[src/rtl/alu_hilo.sv]
// alu_hilo: execute-stage ALU with a HI/LO multiply unit.
//
// Single-cycle ops (add, sub, and, or, slt) are purely combinational.
// multu runs as a fixed-latency shift-add multiplier over WIDTH cycles and
// writes the 2*WIDTH-bit product to HI/LO. mfhi/mflo read those registers.
//
// Ports:
//   clk           rising-edge clock
//   rst           synchronous, active-high reset
//   op_valid      EX stage holds a valid instruction this cycle
//   ALUOperation  6-bit op code (32 add, 34 sub, 36 and, 37 or, 42 slt,
//                 25 multu, 16 mfhi, 18 mflo)
//   A, B          operands (rs, rt/immediate)
//   Result        combinational result
//   Zero          Result == 0
//   Stall         hold EX and earlier stages this cycle
//   Busy          multiply in progress (registered)
module alu_hilo #(
  parameter int WIDTH = 32,
  parameter int CNT_W = 5
) (
  input  logic             clk,
  input  logic             rst,
  input  logic             op_valid,
  input  logic [5:0]       ALUOperation,
  input  logic [WIDTH-1:0] A,
  input  logic [WIDTH-1:0] B,
  output logic [WIDTH-1:0] Result,
  output logic             Zero,
  output logic             Stall,
  output logic             Busy
);

  localparam logic [5:0] OP_ADD   = 6'd32;
  localparam logic [5:0] OP_SUB   = 6'd34;
  localparam logic [5:0] OP_AND   = 6'd36;
  localparam logic [5:0] OP_OR    = 6'd37;
  localparam logic [5:0] OP_SLT   = 6'd42;
  localparam logic [5:0] OP_MULTU = 6'd25;
  localparam logic [5:0] OP_MFHI  = 6'd16;
  localparam logic [5:0] OP_MFLO  = 6'd18;

  localparam logic [CNT_W-1:0] LAST_CNT = CNT_W'(WIDTH - 1);

  typedef enum logic {
    ST_IDLE = 1'b0,
    ST_MUL  = 1'b1
  } state_t;

  // Control state (reset)
  state_t                 state_q, state_d;
  logic                   busy_q, busy_d;
  logic [CNT_W-1:0]       cnt_q, cnt_d;
  logic [WIDTH-1:0]       hi_q, hi_d;
  logic [WIDTH-1:0]       lo_q, lo_d;

  // Multiplier datapath (not reset; always loaded on accept before use)
  logic [2*WIDTH-1:0]     mcand_q, mcand_d;
  logic [WIDTH-1:0]       mplier_q, mplier_d;
  logic [2*WIDTH-1:0]     acc_q, acc_d;
  logic [2*WIDTH-1:0]     acc_step;

  logic                   accept;
  logic                   hilo_dep;

  logic signed [WIDTH-1:0] a_s;
  logic signed [WIDTH-1:0] b_s;

  assign a_s = A;
  assign b_s = B;

  // Ops that depend on the multiplier: a new multu or a HI/LO read.
  assign hilo_dep = (ALUOperation == OP_MULTU) ||
                    (ALUOperation == OP_MFHI)  ||
                    (ALUOperation == OP_MFLO);

  assign Stall  = op_valid && busy_q && hilo_dep;
  assign accept = op_valid && (ALUOperation == OP_MULTU) && !busy_q;
  assign Busy   = busy_q;

  // One shift-add step; also used for the final write so the last
  // partial product lands in HI/LO on the completing edge.
  assign acc_step = mplier_q[0] ? (acc_q + mcand_q) : acc_q;

  always_comb begin
    state_d  = state_q;
    busy_d   = busy_q;
    cnt_d    = cnt_q;
    hi_d     = hi_q;
    lo_d     = lo_q;
    mcand_d  = mcand_q;
    mplier_d = mplier_q;
    acc_d    = acc_q;
    case (state_q)
      ST_IDLE: begin
        if (accept) begin
          mcand_d  = {{WIDTH{1'b0}}, A};
          mplier_d = B;
          acc_d    = '0;
          cnt_d    = '0;
          busy_d   = 1'b1;
          state_d  = ST_MUL;
        end
      end
      ST_MUL: begin
        acc_d    = acc_step;
        mcand_d  = mcand_q << 1;
        mplier_d = mplier_q >> 1;
        cnt_d    = cnt_q + CNT_W'(1);
        if (cnt_q == LAST_CNT) begin
          {hi_d, lo_d} = acc_step;
          busy_d       = 1'b0;
          state_d      = ST_IDLE;
        end
      end
      default: begin
        state_d = ST_IDLE;
        busy_d  = 1'b0;
      end
    endcase
  end

  always_ff @(posedge clk) begin
    if (rst) begin
      state_q <= ST_IDLE;
      busy_q  <= 1'b0;
      cnt_q   <= '0;
      hi_q    <= '0;
      lo_q    <= '0;
    end else begin
      state_q <= state_d;
      busy_q  <= busy_d;
      cnt_q   <= cnt_d;
      hi_q    <= hi_d;
      lo_q    <= lo_d;
    end
  end

  always_ff @(posedge clk) begin
    mcand_q  <= mcand_d;
    mplier_q <= mplier_d;
    acc_q    <= acc_d;
  end

  always_comb begin
    Result = '0;
    case (ALUOperation)
      OP_ADD:  Result = A + B;
      OP_SUB:  Result = A - B;
      OP_AND:  Result = A & B;
      OP_OR:   Result = A | B;
      OP_SLT:  Result = {{(WIDTH-1){1'b0}}, (a_s < b_s)};
      // A stalled HI/LO read must not forward a stale value.
      OP_MFHI: Result = Stall ? '0 : hi_q;
      OP_MFLO: Result = Stall ? '0 : lo_q;
      default: Result = '0;
    endcase
  end

  assign Zero = (Result == '0);

endmodule
[config.mk]
export PLATFORM = sky130hd
export DESIGN_NAME = alu_hilo
export DESIGN_NICKNAME = d
export VERILOG_FILES = /design/src/rtl/alu_hilo.sv
export SDC_FILE = /design/constraint.sdc
export NUM_CORES = 1
export LEC_CHECK = 0
export ABC_AREA = 1
export CORE_AREA = 2 2 176 248
export DETAILED_ROUTE_END_ITERATION = 8
export DIE_AREA = 0 0 178 250
export PLACE_DENSITY = 0.71
export SYNTH_ARGS = -nofsm -noshare
export SYNTH_HDL_FRONTEND = slang
export SYNTH_SLANG_ARGS = --single-unit
[constraint.sdc]
create_clock -name clk -period 6.4 [get_ports clk]
set_clock_uncertainty 0.15 [all_clocks]
set_input_delay 1.6 -clock clk [delete_from_list [all_inputs] [get_ports clk]]
set_output_delay 1.6 -clock clk [all_outputs]
set_load 0.05 [all_outputs]
==> results of run 1 <==
[worst max-delay path, cell delays in order]
cell	delay, ns
clkdlybuf4s50_1	0.53
inv_1	0.11
ha_4	0.30
buf_4	0.12
inv_1	0.05
nand2_1	0.06
nand2_1	0.06
inv_1	0.05
nand2_1	0.06
inv_1	0.07
nand3_2	0.22
o21ai_0	0.22
nor2_1	0.06
nor2_1	0.14
nand2_1	0.09
nor2_2	0.18
nand2_1	0.07
nor2_1	0.09
nand2_1	0.07
nor2_2	0.13
buf_4	0.13
buf_12	0.12
[worst paths after layout]
check	depth (start not counted)	slack (ns)	to
worst max-delay path	22	0.11	Zero
worst min-delay path	2	0.31	hi_q[30]
worst max register to register	13	2.10	acc_q[59]
worst min register to register	2	0.31	hi_q[30]
[final cells by class]
cell class	count	area, um2
clock inverter	10	78.8
antenna	2	5.00
timing repair buffer	474	4290
multi-input combinational	2384	13000
tap	552	691
fill	3891	15300
clock buffer	39	792
sequential	231	6230
inverter	542	2030
[flip-flops by register name, summed over array words and instances (netlist names)]
signal / count
Busy: 1
acc_q: 64
cnt_q: 5
hi_q: 32
lo_q: 32
mcand_q: 64
mplier_q: 32
state_q: 1
[power groups by stage]
stage               registers, W  logic [W]  clock network [W]
floorplan                0.00163   0.000468                  0
global placement         0.00163   0.000978                  0
detailed placement       0.00163   0.000986                  0
CTS                      0.00160    0.00101            0.00157
global route             0.00160    0.00117            0.00162
finish                   0.00160    0.00109            0.00156
[layer usage]
metal,share of wire [%],vias up,track usage (%)
met5,0.014,-,0
met2,48,1111,69.4
met1,35,11000,42.0
met4,10,2,32.7
met3,7.0,393,7.07
li1,-,11300,-
[repair_timing]
action	4_1_cts	5_1_grt
pin swaps	4	25
setup endpoints to repair	1	3
buffers inserted	1	6
gates resized for setup	52	147
[synth_stat cells (6+ instances only)]
library cell  instances  area [um2]
o21a_1               11        82.6
xnor2_1              18         158
or2_2                23         144
o21ai_0             238        1190
xor2_1               10        87.6
o21ai_1               8        40.0
dfxtp_1              71        1420
buf_4                 6        45.0
nand3b_1              6        45.0
o21bai_1             18         135
a21o_1               12        90.1
nand2_1             898        3370
o211ai_1              7        52.6
nand3_1             242        1210
nor2_1              380        1430
a21oi_1             175         876
nand4_1              32         200
nor2_2                7        43.8
clkbuf_1             50         188
a32o_1                6        60.1
ha_1                173        2160
edfxtp_1            160        4800
buf_2                29         145
a21oi_2               7        61.3
nor3_1               18        90.1
o22ai_1              52         325
inv_1               537        2020
a31oi_1               6        37.5
[kinds of logic (layout without fill, tap and decap cells)]
| group | Yosys count | count (layout) | share of synthesized area (%) |
|---|---|---|---|
| DFF | 231 | 231 | 29.7 |
| other | 0 | 2 | 0 |
| adders and majority gates | 176 | 176 | 10.6 |
| buffers and inverters | 637 | 1065 | 11.8 |
| and+or+nand+nor | 1627 | 1627 | 32.0 |
| AOI/OAI and AO/OA | 551 | 551 | 14.5 |
| xor gates and xnor gates | 28 | 28 | 1.17 |
| muxes | 2 | 2 | 0.0956 |
[stage by stage]
step                hold WS, ns  total power, W  setup WS (ns)
floorplan                 0.276         0.00210          0.165
global placement          0.294         0.00261         -0.254
detailed placement        0.295         0.00262         -0.233
CTS                       0.307         0.00418        0.00322
global route              0.329         0.00439        -0.0331
finish                    0.311         0.00426          0.113
==> flow_metrics.py, run 1 <==
metrics = {
    "yosys": {
        "ys_async_sr_fraction_pct": 0,
        "syn_avg_cell_area_um2": 6.44,
        "netlist_area_um2": 20900,
        "syn_nets": 3501,
        "ys_seq_area_share_pct": 29.7,
        "synth_edf_count": 160,
        "synth_top_flop_cell": "edfxtp_1",
        "ys_types": 51,
        "synthCells": 3252,
        "ys_ff_latch": 231,
        "ys_warn_count": 0,
    },
    "drt": {
        "ant_nets": 0,
        "viasPerCell": 5.61,
        "drt_iter0_drc": 1996,
        "totalWireLength_um": 90400,
        "post-route-drc-count": 0,
        "drt-wirelength-per-cell_um": 21.4,
        "dr.pass1.iters": 6,
        "vias": 23800,
    },
    "place": {
        "port_buffers": 107,
        "place_inst": 4175,
        "dpl.hpwl_um": 72600,
        "gp_congestion": 1.03,
        "place_area_um2": 25400,
    },
    "cts": {
        "htreeDepth": 1,
        "cts_tree": "built",
        "clock_sinks": 231,
        "cts_root_buffer": "clkbuf_16",
        "cts.path.max_buffers": 3,
        "clkLatencyLatePin_ns": 0.58,
        "clk_pin_slew_ns": 0.06,
        "ctsHoldBuffers": 0,
        "cts_buffers": 27,
    },
    "die": {
        "die_h_um": 250,
        "design.core.area_um2": 42500,
        "start_util_pct": 49.3,
        "die_x_um": 178,
        "die_area_um2": 44500,
        "pin_count": 108,
        "row_count": 90,
    },
    "global_route": {
        "antenna_found_initial": 3,
        "grt_pass1_vias": 23900,
        "grt_pass1_wl_um": 134000,
        "grtUsageTotal_pct": 40.1,
        "grt_start_max_net_pins": 83,
        "grt_overflow": 0,
    },
    "power_and_ir_drop": {
        "p_leak_nw": 13.1,
        "ir_drop_uv": 198,
        "power_density_nw_per_um2": 157,
        "combPwrFrac_pct": 25.7,
        "seqPwrFrac_pct": 37.6,
        "p_switching_w": 0.00133,
        "p_clk_share_pct": 36.7,
        "internal_power_w": 0.00292,
        "sw_frac_of_total_pct": 31.3,
    },
    "sta": {
        "max_slew_margin_pct": 7.99,
        "worst_pin_slew_ns": 1.37,
        "clock.fmax_mhz": 159,
        "slew_viol_final": 0,
        "finalCriticalPeriod_ns": 6.29,
        "hold_viol": 0,
        "tns_ns": 0,
        "setup_viol": 0,
        "finalCritPeriodShare_pct": 98.2,
    },
    "layout": {
        "finalNetCount": 3909,
        "area_growth_pct": 29.6,
        "layout_common_cells": "nand2_1 (865), inv_1 (529), buf_4 (356), nor2_1 (334), o21ai_0 (232)",
        "drive_gt1_share_pct": 17.7,
        "stdcell_count": 4234,
        "post-route-util_pct": 63.9,
        "final_common_cell": "nand2_1",
        "final_area_um2": 27100,
    },
    "worst_hold_path": {
        "hold_start": "hi_q[30]",
        "hold_path.class": "reg -> reg",
    },
    "setup_path": {
        "critPathMaxFanout": 4,
        "rr_startpoint": "mcand_q[52]",
        "critPathLaunch": "B[8]",
        "required_ns": 4.65,
        "critPathLaunchType": "input port",
        "cp-end-kind": "output pin",
        "crit_type": "in -> out",
        "worstPathArrival_ns": 4.54,
    },
    "run_status": {
        "status": "finished, final reports clean",
    },
    "job": {
        "cap_viol_max_count": 0,
    },
}
(Power assumes the default switching activity.)
==> run 2, diff against run 1 <==
ABC_AREA = unset   (was 1)
CORE_AREA = 2 2 169 237   (was 2 2 176 248)
DIE_AREA = 0 0 171 239   (was 0 0 178 250)
PLACE_DENSITY = 0.72   (was 0.71)
TNS_END_PERCENT = 30   (was unset)
==> flow_metrics.py, run 2 <==
metrics = {
    "layout": {
        "finalNetCount": 3003,
        "fillers": 3144,
        "final_common_cell": "buf_4",
        "reg_top3": "acc_q x64, mcand_q x64",
        "area_growth_pct": 39.8,
        "final_area_um2": 26800,
        "multi_input_area_um2": 13200,
        "layout_common_cells": "buf_4 (462), nand2_1 (228), o21ai_0 (186), edfxtp_1 (160), a21oi_1 (141)",
        "regArea_um2": 6230,
        "drive_gt1_share_pct": 31.0,
        "stdcell_count": 3303,
    },
    "sta": {
        "setup_viol": 7,
        "layout_setup_ws_ns": -0.351,
        "finalCriticalPeriod_ns": 6.75,
        "worst_pin_slew_ns": 1.10,
        "slew_viol_final": 0,
        "rsz0062_at_grt": "true",
        "clock.fmax_mhz": 148,
        "finalCritPeriodShare_pct": 105,
        "hold_viol": 0,
        "max_slew_margin_pct": 26.6,
    },
    "cts": {
        "cts_root_buffer": "clkbuf_16",
        "cts.path.max_buffers": 3,
        "ctsHoldBuffers": 0,
        "cts_tree": "built",
        "cts_buffers": 26,
        "htreeDepth": 1,
        "clock_sinks": 231,
        "clk_pin_slew_ns": 0.07,
        "clkLatencyLatePin_ns": 0.58,
    },
    "place": {
        "place_area_um2": 24200,
        "port_buffers": 107,
        "dpl.hpwl_um": 54500,
        "gp_congestion": 1.00,
        "place_inst": 3188,
    },
    "setup_path": {
        "worstPathArrival_ns": 5.00,
        "path_buf_inv": 5,
        "required_ns": 4.65,
        "reg2reg_slack_ns": 2.18,
        "critPathLaunchType": "input port",
        "cp-end-kind": "output pin",
        "slowest_delay_ns": 0.46,
        "timing.critical_path.slowest_stage_cell": "a2111o_1",
        "crit_type": "in -> out",
        "critPathMaxFanout": 5,
        "cp_top_family": "compound AO/OA/AOI/OAI gates",
        "crit_chain": "buf_8 -> buf_6 -> ha_4 -> inv_2 -> fa_2 -> nand2b_4 -> buf_6 -> a211o_1 -> a2111o_1 -> nand3_4 -> a41o_1 -> and3_4 -> nor3_1 -> a211oi_2 -> o21ai_4 -> or2_4 -> nor3_4 -> buf_12",
        "cp_common_cell": "buf_6",
    },
    "job": {
        "cap_viol_max_count": 0,
    },
    "die": {
        "pin_count": 108,
        "start_util_pct": 49.2,
        "die_x_um": 171,
        "row_count": 86,
        "design.core.area_um2": 39000,
        "die_area_um2": 40900,
        "die_h_um": 239,
    },
    "yosys": {
        "netlist_top_cells_count": "nand2_1 (231), o21ai_0 (198), ha_1 (173)",
        "ys_warn_count": 0,
        "syn_nets": 2493,
        "syn_avg_cell_area_um2": 8.54,
        "ys_types": 109,
        "synth_most_common_cell": "nand2_1",
        "ys_ff_latch": 231,
        "synth_top_flop_cell": "edfxtp_1",
        "synth_area_leaders": "edfxtp_1 (25%), ha_1 (11%), dfxtp_1 (7.4%)",
        "ys_async_sr_fraction_pct": 0,
        "synth_edf_count": 160,
        "synthCells": 2244,
        "synth_top_cell_by_area": "edfxtp_1",
        "ys_seq_area_share_pct": 32.5,
        "synth_top_area_share_pct": 25.1,
        "netlist_area_um2": 19200,
    },
    "global_route": {
        "grt_pass1_vias": 19800,
        "antenna_found_initial": 2,
        "grt_start_max_net_pins": 204,
        "grtUsageTotal_pct": 34.3,
        "grt_overflow": 0,
        "grt_pass1_wl_um": 110000,
    },
    "drt": {
        "vias": 20000,
        "post-route-drc-count": 0,
        "viasPerCell": 6.05,
        "totalWireLength_um": 71500,
        "drt-wirelength-per-cell_um": 21.6,
        "drt_iter0_drc": 1634,
        "ant_nets": 0,
        "dr.pass1.iters": 7,
    },
    "run_status": {
        "status": "finished, violations left",
        "violations": "setup timing",
    },
    "power_and_ir_drop": {
        "power_density_nw_per_um2": 165,
        "p_leak_nw": 11.2,
        "ir_drop_uv": 239,
    },
    "worst_hold_path": {
        "hold_path.class": "reg -> reg",
    },
}
[run 2: cell types whose count changed in the layout (fill, tap and decap cells not counted), sizes merged, moves of 80 or more]
| cell | before | now |
|---|---|---|
| buf | 400 | 551 |
| inv | 548 | 131 |
| nand2 | 902 | 231 |
| nand3 | 244 | 37 |
| nor2 | 389 | 131 |
| nor2b | 0 | 80 |
[run 2: layer usage]
layer  track usage, %  wire length [um]  vias up  part of all wire [%]
li1                 -                 -     9309                     -
met1             41.9             28000     9561                    39
met2             60.8             35500      891                    50
met3             4.06              4660      221                   6.5
met4             14.0              3290        2                   4.6
met5                0                10        -                 0.014
[run 2: layout make-up]
type	instances	share of cell area (%)
clock inverter	16	0.476
tap	528	2.47
inverter	128	1.87
multi-input combinational	1756	49.1
antenna	1	0.00934
sequential	231	23.3
clock buffer	32	2.79
timing repair buffer	611	20.0
[run 2: path summary, 6_finish.rpt]
path,start,endpoint,depth (start not counted)
max,A[0],Zero,18
min,hi_q[9],hi_q[9],2
max reg2reg,mcand_q[0],acc_q[56],13
min reg2reg,hi_q[9],hi_q[9],2
[run 2: power breakdown]
group / internal, W / switching, W
sequential: 0.00159 / 0.00000429
clock: 0.000849 / 0.000685
combinational: 0.000619 / 0.000665
total: 0.00306 / 0.00135
[run 2: worst min-delay path, cell delays in order, from the launching register on]
cell	delay (ns)
dfxtp_1	0.32
nand2_1	0.04
o21ai_0	0.05
[run 2: repair_timing]
item / in CTS / in global routing
resized for setup: 345 / 57
gates cloned: 0 / 0
setup endpoints to repair: 17 / 14
buffers inserted: 58 / 11
pin swaps: 105 / 33
hold endpoints to repair: 0 / 0
[run 2: logic make-up (layout without fill, tap and decap cells)]
logic type	after synthesis	count (layout)	share of synthesized area [%]
buffers and inverters	257	787	5.35
other	0	1	0
adder cells (fa/ha/maj)	176	176	11.6
flip-flops	231	231	32.5
multiplexers	62	62	3.26
AND/OR/NAND/NOR	722	722	19.2
XOR/XNOR	63	63	2.88
AO/OA/AOI/OAI	733	733	25.3
[run 2: per-stage QoR]
step	hold WS, ns	total power, W	TNS, ns	utilization [%]	worst slack (ns)
final	0.302	0.00441	-0.782	68.8	-0.351
after global routing	0.334	0.00456	-1.32	68.8	-0.428
after CTS	0.305	0.00437	-0.535	68.1	-0.294
after detailed placement	0.290	0.00270	-7.76	62.1	-0.933
after global placement	0.284	0.00270	-7.31	62.1	-0.903
after floorplan	0.266	0.00213	-0.241	-	-0.241
==> RTL change 1 (config.mk and constraints of run 2) <==
Change the parameter `CNT_W` from 5 to 7.
--- a/src/rtl/alu_hilo.sv
+++ b/src/rtl/alu_hilo.sv
@@ -17,7 +17,7 @@
 //   Busy          multiply in progress (registered)
 module alu_hilo #(
   parameter int WIDTH = 32,
-  parameter int CNT_W = 5
+  parameter int CNT_W = 7
 ) (
   input  logic             clk,
   input  logic             rst,
Function: same outputs for any inputs over 10 cycles, from zero or initial values and one cycle with rst high; that may be too few to reach the edited logic, so the function may still have changed.
==> RTL change 1 against run 2 <==
  * The flow still finishes with violations (setup timing)
  * Design area fell by 1.3%
  * Critical path type unchanged
  * Largest power group unchanged
  * Via count decreased by 3.8%
  * Power is 0.66% lower
  * Area after synthesis fell by 1.9%
  * Synthesized cell count shrank 2.5%
  * Sequential cell count increased by 2
  * Wire length up 4.5%
  * Worst setup slack better by 0.037 ns
==> RTL change 1: results (changes against run 2) <==
- The share of layout cells above drive strength 1 is 31.4% (+0.41 points).
- The period utilization is 105% (-0.58 points).
- The initial antenna violation count came to 4 (+2).
- The worst stage delay on the critical path is 0.41 ns (-0.05 ns).
- The sequential cell area fraction in the yosys report is 33.3% (+0.84 points).
- Tracing the worst setup path back leads to its startpoint at B[4].
- The synthesized netlist net count is 2438 (-2.2%).
- The net count of the finished layout is 2932 (-2.4%).
- The number of antenna-violating nets in the routed design is 0 (unchanged).
- The total via count in the routed design is 19228 (-3.8%).
- The first-pass GRT wire length is 110000 um (+0.28%).
- The yosys synthesis warning count is 0 (unchanged).
- The setup violation total in the final timing report is 1 (-6).
- The flow ran to the end, but the final reports show violations.
- The peak supply drop is 0.000230 V (-4.0%).
- The worst slack at placement came to -1.02 ns (-0.0869 ns).
- The worst hold path class is reg -> reg.
- The number of CTS-inserted buffers came to 25 (-3.8%).
- Among all stages on the critical path, the largest delay is contributed by sky130_fd_sc_hd__o311a_1.
- After synthesis, the most frequently instantiated cells are sky130_fd_sc_hd__nor2_1, sky130_fd_sc_hd__nand2_1, sky130_fd_sc_hd__ha_1.
- The total track usage is 35.4% (+1.0 points).
- The register-to-register setup slack came to 1.68 ns (-0.50 ns).
- The unique cell type count in the Yosys netlist is 104 (-4.6%).
- The number of I/O port buffers came to 107 (unchanged).
- The worst-case reg-to-reg path depth is 14 (+1).
- The pin count of the biggest net entering global routing is 122 (-40%).
- The maximum fanout along the worst path is 4 (-1).
- The largest registers in the layout are acc_q (64), mcand_q (64).
- The beginning of the worst register-to-register path is mcand_q[0]$_SDFFCE_PP0P_.
- The checks that failed: setup timing.
- The average wire per standard cell is 23.1 um (+6.8%).
- The final weighted congestion in routability-driven placement is 1.01 (+1.0%).
- The async set or reset register ratio after synthesis came to 0% (unchanged).
- The clock latency on the worst-skew pair was 0.55 ns (-0.03 ns).
- The sum of net half-perimeters after detailed placement is 57800 um (+6.0%).
- The data arrival time at the worst-slack endpoint was 4.96 ns (-0.04 ns).
- The setup slack of the critical path after layout is -0.314 ns (+0.0374 ns).
- The number of enable-type register cells in the synthesized netlist is 160 (unchanged).
- The library cell occupying the most area in the post-synthesis netlist is sky130_fd_sc_hd__edfxtp_1.
- The terminus of the critical flop-to-flop path is acc_q[60]$_SDFFCE_PN0P_.
- The count of routing violations after the opening detailed-route iteration came to 1487 (-9.0%).
- The transition time at the pin with the least slew margin is 0.978 ns (-0.123 ns).
- The fill cell total of the finished layout came to 3121 (-0.73%).
- The number of iterations in the first detailed-routing pass was 6 (-1).
- The number of global-route vias before repair is 19303 (-2.6%).
- Ranked by total cell area, the synthesized netlist is headed by sky130_fd_sc_hd__edfxtp_1, sky130_fd_sc_hd__ha_1, sky130_fd_sc_hd__dfxtp_1.
- The leakage power total is 11.1 nW (-1.1%).
-- RTL change 1: layer usage --
layer	vias up	global-route usage (%)	part of all wire (%)	wire length, um
li1	9048	-	-	-
met1	9221	40.8	38	28300
met2	725	63.7	51	37800
met3	232	3.79	5.2	3870
met4	2	19.0	6.4	4750
met5	-	0	0.013	10
-- RTL change 1: timing repair --
| item | CTS | global route |
|---|---|---|
| pin swaps | 48 | 106 |
| gates resized for setup | 179 | 244 |
| gates cloned | 0 | 1 |
| buffers inserted | 18 | 36 |
| setup endpoints to repair | 22 | 16 |
-- RTL change 1: per-stage QoR --
step           cell area, um^2  std cells  util, %  setup TNS [ns]
6_report                 26400       3231     67.9          -0.314
5_1_grt                  26400       3231     67.9          -0.442
4_1_cts                  25400       3192     65.2          -0.847
3_5_place_dp             23800       3130     61.2           -6.79
3_3_place_gp             23800       3130     61.2           -6.35
2_1_floorplan            18800       2188        -          -0.297
-- RTL change 1: worst min path at each step --
stage | from | endpoint | slack (ns)
after floorplan | hi_q[11]$_SDFFE_PP0P_ | hi_q[11]$_SDFFE_PP0P_ | 0.29
after global placement | hi_q[11]$_SDFFE_PP0P_ | hi_q[11]$_SDFFE_PP0P_ | 0.31
after detailed placement | lo_q[22]$_SDFFE_PP0P_ | lo_q[22]$_SDFFE_PP0P_ | 0.31
after CTS | lo_q[22]$_SDFFE_PP0P_ | lo_q[22]$_SDFFE_PP0P_ | 0.32
after global routing | hi_q[11]$_SDFFE_PP0P_ | hi_q[11]$_SDFFE_PP0P_ | 0.34
final | lo_q[22]$_SDFFE_PP0P_ | lo_q[22]$_SDFFE_PP0P_ | 0.31
-- RTL change 1: area by class of cell --
type	count	area (um^2)	share of cell area, %
timing repair buffer	602	5410	20.4
tap	528	661	2.50
sequential	233	6270	23.7
clock inverter	12	91.3	0.345
inverter	117	477	1.80
clock buffer	33	751	2.84
multi-input combinational	1703	12800	48.3
antenna	3	7.51	0.0284
-- RTL change 1: report_power, final --
| part | internal (mW) | switching [mW] |
|---|---|---|
| Clock | 0.840 | 0.675 |
| Combinational | 0.602 | 0.656 |
| Sequential | 1.61 | 0.00559 |
| Total | 3.05 | 1.34 |
-- RTL change 1: logic make-up after synthesis --
| family | synth area share [%] |
|---|---|
| and+or+nand+nor | 17.7 |
| buffers and inverters | 5.37 |
| xor gates and xnor gates | 3.21 |
| AOI/OAI and AO/OA | 25.0 |
| adders and majority gates | 11.9 |
| muxes | 3.41 |
| DFF | 33.3 |
-- RTL change 1: worst max-delay path, delay by kind of cell --
kind,cells,cell delay (ns)
simple gates,6,1.18
compound gates,5,1.32
buf+inv,5,0.59
fa+ha+maj,1,0.27
==> RTL change 2 (config.mk and constraints of run 2) <==
Without the edit above. `lo_q` no longer has a reset.
--- a/src/rtl/alu_hilo.sv
+++ b/src/rtl/alu_hilo.sv
@@ -126,14 +126,16 @@
       busy_q  <= 1'b0;
       cnt_q   <= '0;
       hi_q    <= '0;
-      lo_q    <= '0;
     end else begin
       state_q <= state_d;
       busy_q  <= busy_d;
       cnt_q   <= cnt_d;
       hi_q    <= hi_d;
-      lo_q    <= lo_d;
     end
+  end
+
+  always_ff @(posedge clk) begin
+    lo_q <= lo_d;
   end
 
   always_ff @(posedge clk) begin
Behaviour: same outputs for any inputs over 10 cycles, from zero or initial values and one cycle with rst high; that may be too few to reach the edited logic, so the function may still have changed.
==> RTL change 2 against run 2 <==
  * The run still ends with setup timing left
  * Design area fell by 3.9%
  * Wire length fell by 3.4%
  * Via count fell by 7.0%
  * Area after synthesis fell by 2.4%
  * Power rose by 1.4%
  * Worst setup slack got worse by 0.82 ns
  * Sequential cell count did not move
  * Highest routed layer unchanged
  * Largest power group is now the clock network
==> RTL change 2: results (changes against run 2) <==
- The run finished, with violations left.
- The checks that failed: setup timing.
- The setup slack of the critical path after layout is -1.18 ns (-0.825 ns).
- The net count of the finished layout is 2808 (-6.5%).
- The sum of net half-perimeters after detailed placement came to 52400 um (-3.9%).
- The maximum level of the CTS H-tree is 1 (unchanged).
- The worst stage delay on the critical path is 0.56 ns (+0.10 ns).
- The routed wire length on met2 is 34800 um (-2.1%).
- The transition time at the pin with the least slew margin was 1.02 ns (-0.0844 ns).
- The final total negative setup slack is -3.06 ns (-2.28 ns).
- The pin count of the biggest net entering global routing was 111 (-46%).
- The total track usage came to 33.4% (-0.98 points).
- Yosys attributes the largest share of cell area to sky130_fd_sc_hd__edfxtp_1, sky130_fd_sc_hd__ha_1, sky130_fd_sc_hd__a21oi_1.
- The share of layout cells above drive strength 1 is 30.2% (-0.87 points).
- The final weighted congestion in routability-driven placement is 1.01 (+0.85%).
- The maximum fanout along the worst path was 2 (-3).
- The number of global-route vias before repair was 18691 (-5.7%).
- The setup violation total in the final timing report was 11 (+4).
- The data arrival time at the worst-slack endpoint came to 5.83 ns (+0.83 ns).
- Sorting the synthesized cells by how often they occur yields sky130_fd_sc_hd__edfxtp_1, sky130_fd_sc_hd__nand2_1, sky130_fd_sc_hd__ha_1.
- The peak supply drop is 0.000232 V (-3.1%).
- The clock latency on the worst-skew pair came to 0.56 ns (-0.02 ns).
- The synthesized netlist net count was 2364 (-5.2%).
- The leakage power total was 10.7 nW (-4.6%).
- The sequential cell area fraction in the yosys report is 35.0% (+2.5 points).
- The number of iterations in the first detailed-routing pass is 6 (-1).
- The routed length on met1 is 27000 um (-3.3%).
- The switching power total is 1.30 mW (-4.3%).
- The met2 track utilization from global routing was 59.6% (-1.2 points).
- The count of routing violations after the opening detailed-route iteration was 1342 (-18%).
- The worst-case reg-to-reg path depth is 15 (+2).
- The aggregate routed wire length is 69100 um (-3.4%).
- The average vias per placed instance is 5.98 (-1.2%).
- The top cell family by delay on the critical path is simple AND/OR/NAND/NOR gates.
- The first-pass GRT wire length is 105000 um (-4.2%).
- The unique cell type count in the Yosys netlist was 82 (-25%).
- The global-route track usage on met1 was 40.0% (-2.0 points).
- The met3 capacity usage during global routing is 4.14% (+0.083 points).
- The met3 wirelength from detailed routing came to 3880 um (-17%).
RTL change 2: changes by cell type in the layout (fill, tap and decap cells not counted), moves of 18 or more:
cell | run 2 | this run
sky130_fd_sc_hd__nor2b_1 | 78 | 12
sky130_fd_sc_hd__edfxtp_1 | 160 | 192
sky130_fd_sc_hd__and2_1 | 48 | 78
sky130_fd_sc_hd__mux2i_1 | 58 | 27
sky130_fd_sc_hd__dlygate4sd2_1 | 20 | 2
sky130_fd_sc_hd__buf_6 | 34 | 15
sky130_fd_sc_hd__nor2_1 | 128 | 165
sky130_fd_sc_hd__nand2_1 | 228 | 184
sky130_fd_sc_hd__dfxtp_1 | 70 | 38
sky130_fd_sc_hd__a211oi_1 | 11 | 41
sky130_fd_sc_hd__mux2_2 | 3 | 30
sky130_fd_sc_hd__o21ai_0 | 186 | 123
sky130_fd_sc_hd__buf_4 | 462 | 424
RTL change 2: path summary, 6_finish.rpt:
check                                         startpoint                     to  slack (ns)
worst max-delay path                                A[0]                   Zero       -1.18
worst min-delay path                hi_q[1]$_SDFFE_PP0P_   hi_q[1]$_SDFFE_PP0P_        0.32
worst max register to register  mcand_q[0]$_SDFFCE_PP0P_  hi_q[28]$_SDFFE_PP0P_        1.59
worst min register to register      hi_q[1]$_SDFFE_PP0P_   hi_q[1]$_SDFFE_PP0P_        0.32
RTL change 2: through the flow:
stage / worst slack, ns / cells / cell area, um^2
2_1_floorplan: -0.870 / 2115 / 18800
3_3_place_gp: -1.70 / 3032 / 23400
3_5_place_dp: -1.68 / 3032 / 23400
4_1_cts: -1.37 / 3089 / 25000
5_1_grt: -1.23 / 3108 / 25700
6_report: -1.18 / 3109 / 25800
RTL change 2: logic make-up (layout without fill, tap and decap cells):
kind of cell	Yosys count	count (layout)	synth area share (%)
compound gates	678	678	24.6
xor+xnor	68	68	3.19
fa+ha+maj	176	176	11.9
buf+inv	259	723	5.23
flops	231	231	35.0
mux	58	58	3.31
other cells	0	2	0
simple gates	645	645	16.8
RTL change 2: power groups by stage:
stage	logic [mW]	clock network [mW]	registers [mW]
floorplan	0.460	0	1.66
global placement	1.02	0	1.66
detailed placement	1.02	0	1.66
CTS	1.09	1.67	1.63
global route	1.26	1.71	1.63
finish	1.19	1.65	1.63
RTL change 2: area by class of cell:
class                      instances  area, um^2
clock buffer                      32         736
multi-input combinational       1625       12300
antenna                            2        5.00
clock inverter                    16         201
sequential                       231        6550
timing repair buffer             544        4750
tap                              528         661
inverter                         131         514
fill                            3266       13200
RTL change 2: timing repair:
action / CTS / global route
gates resized for setup: 144 / 194
setup endpoints to repair: 23 / 21
pin swaps: 38 / 64
setup buffers: 9 / 24
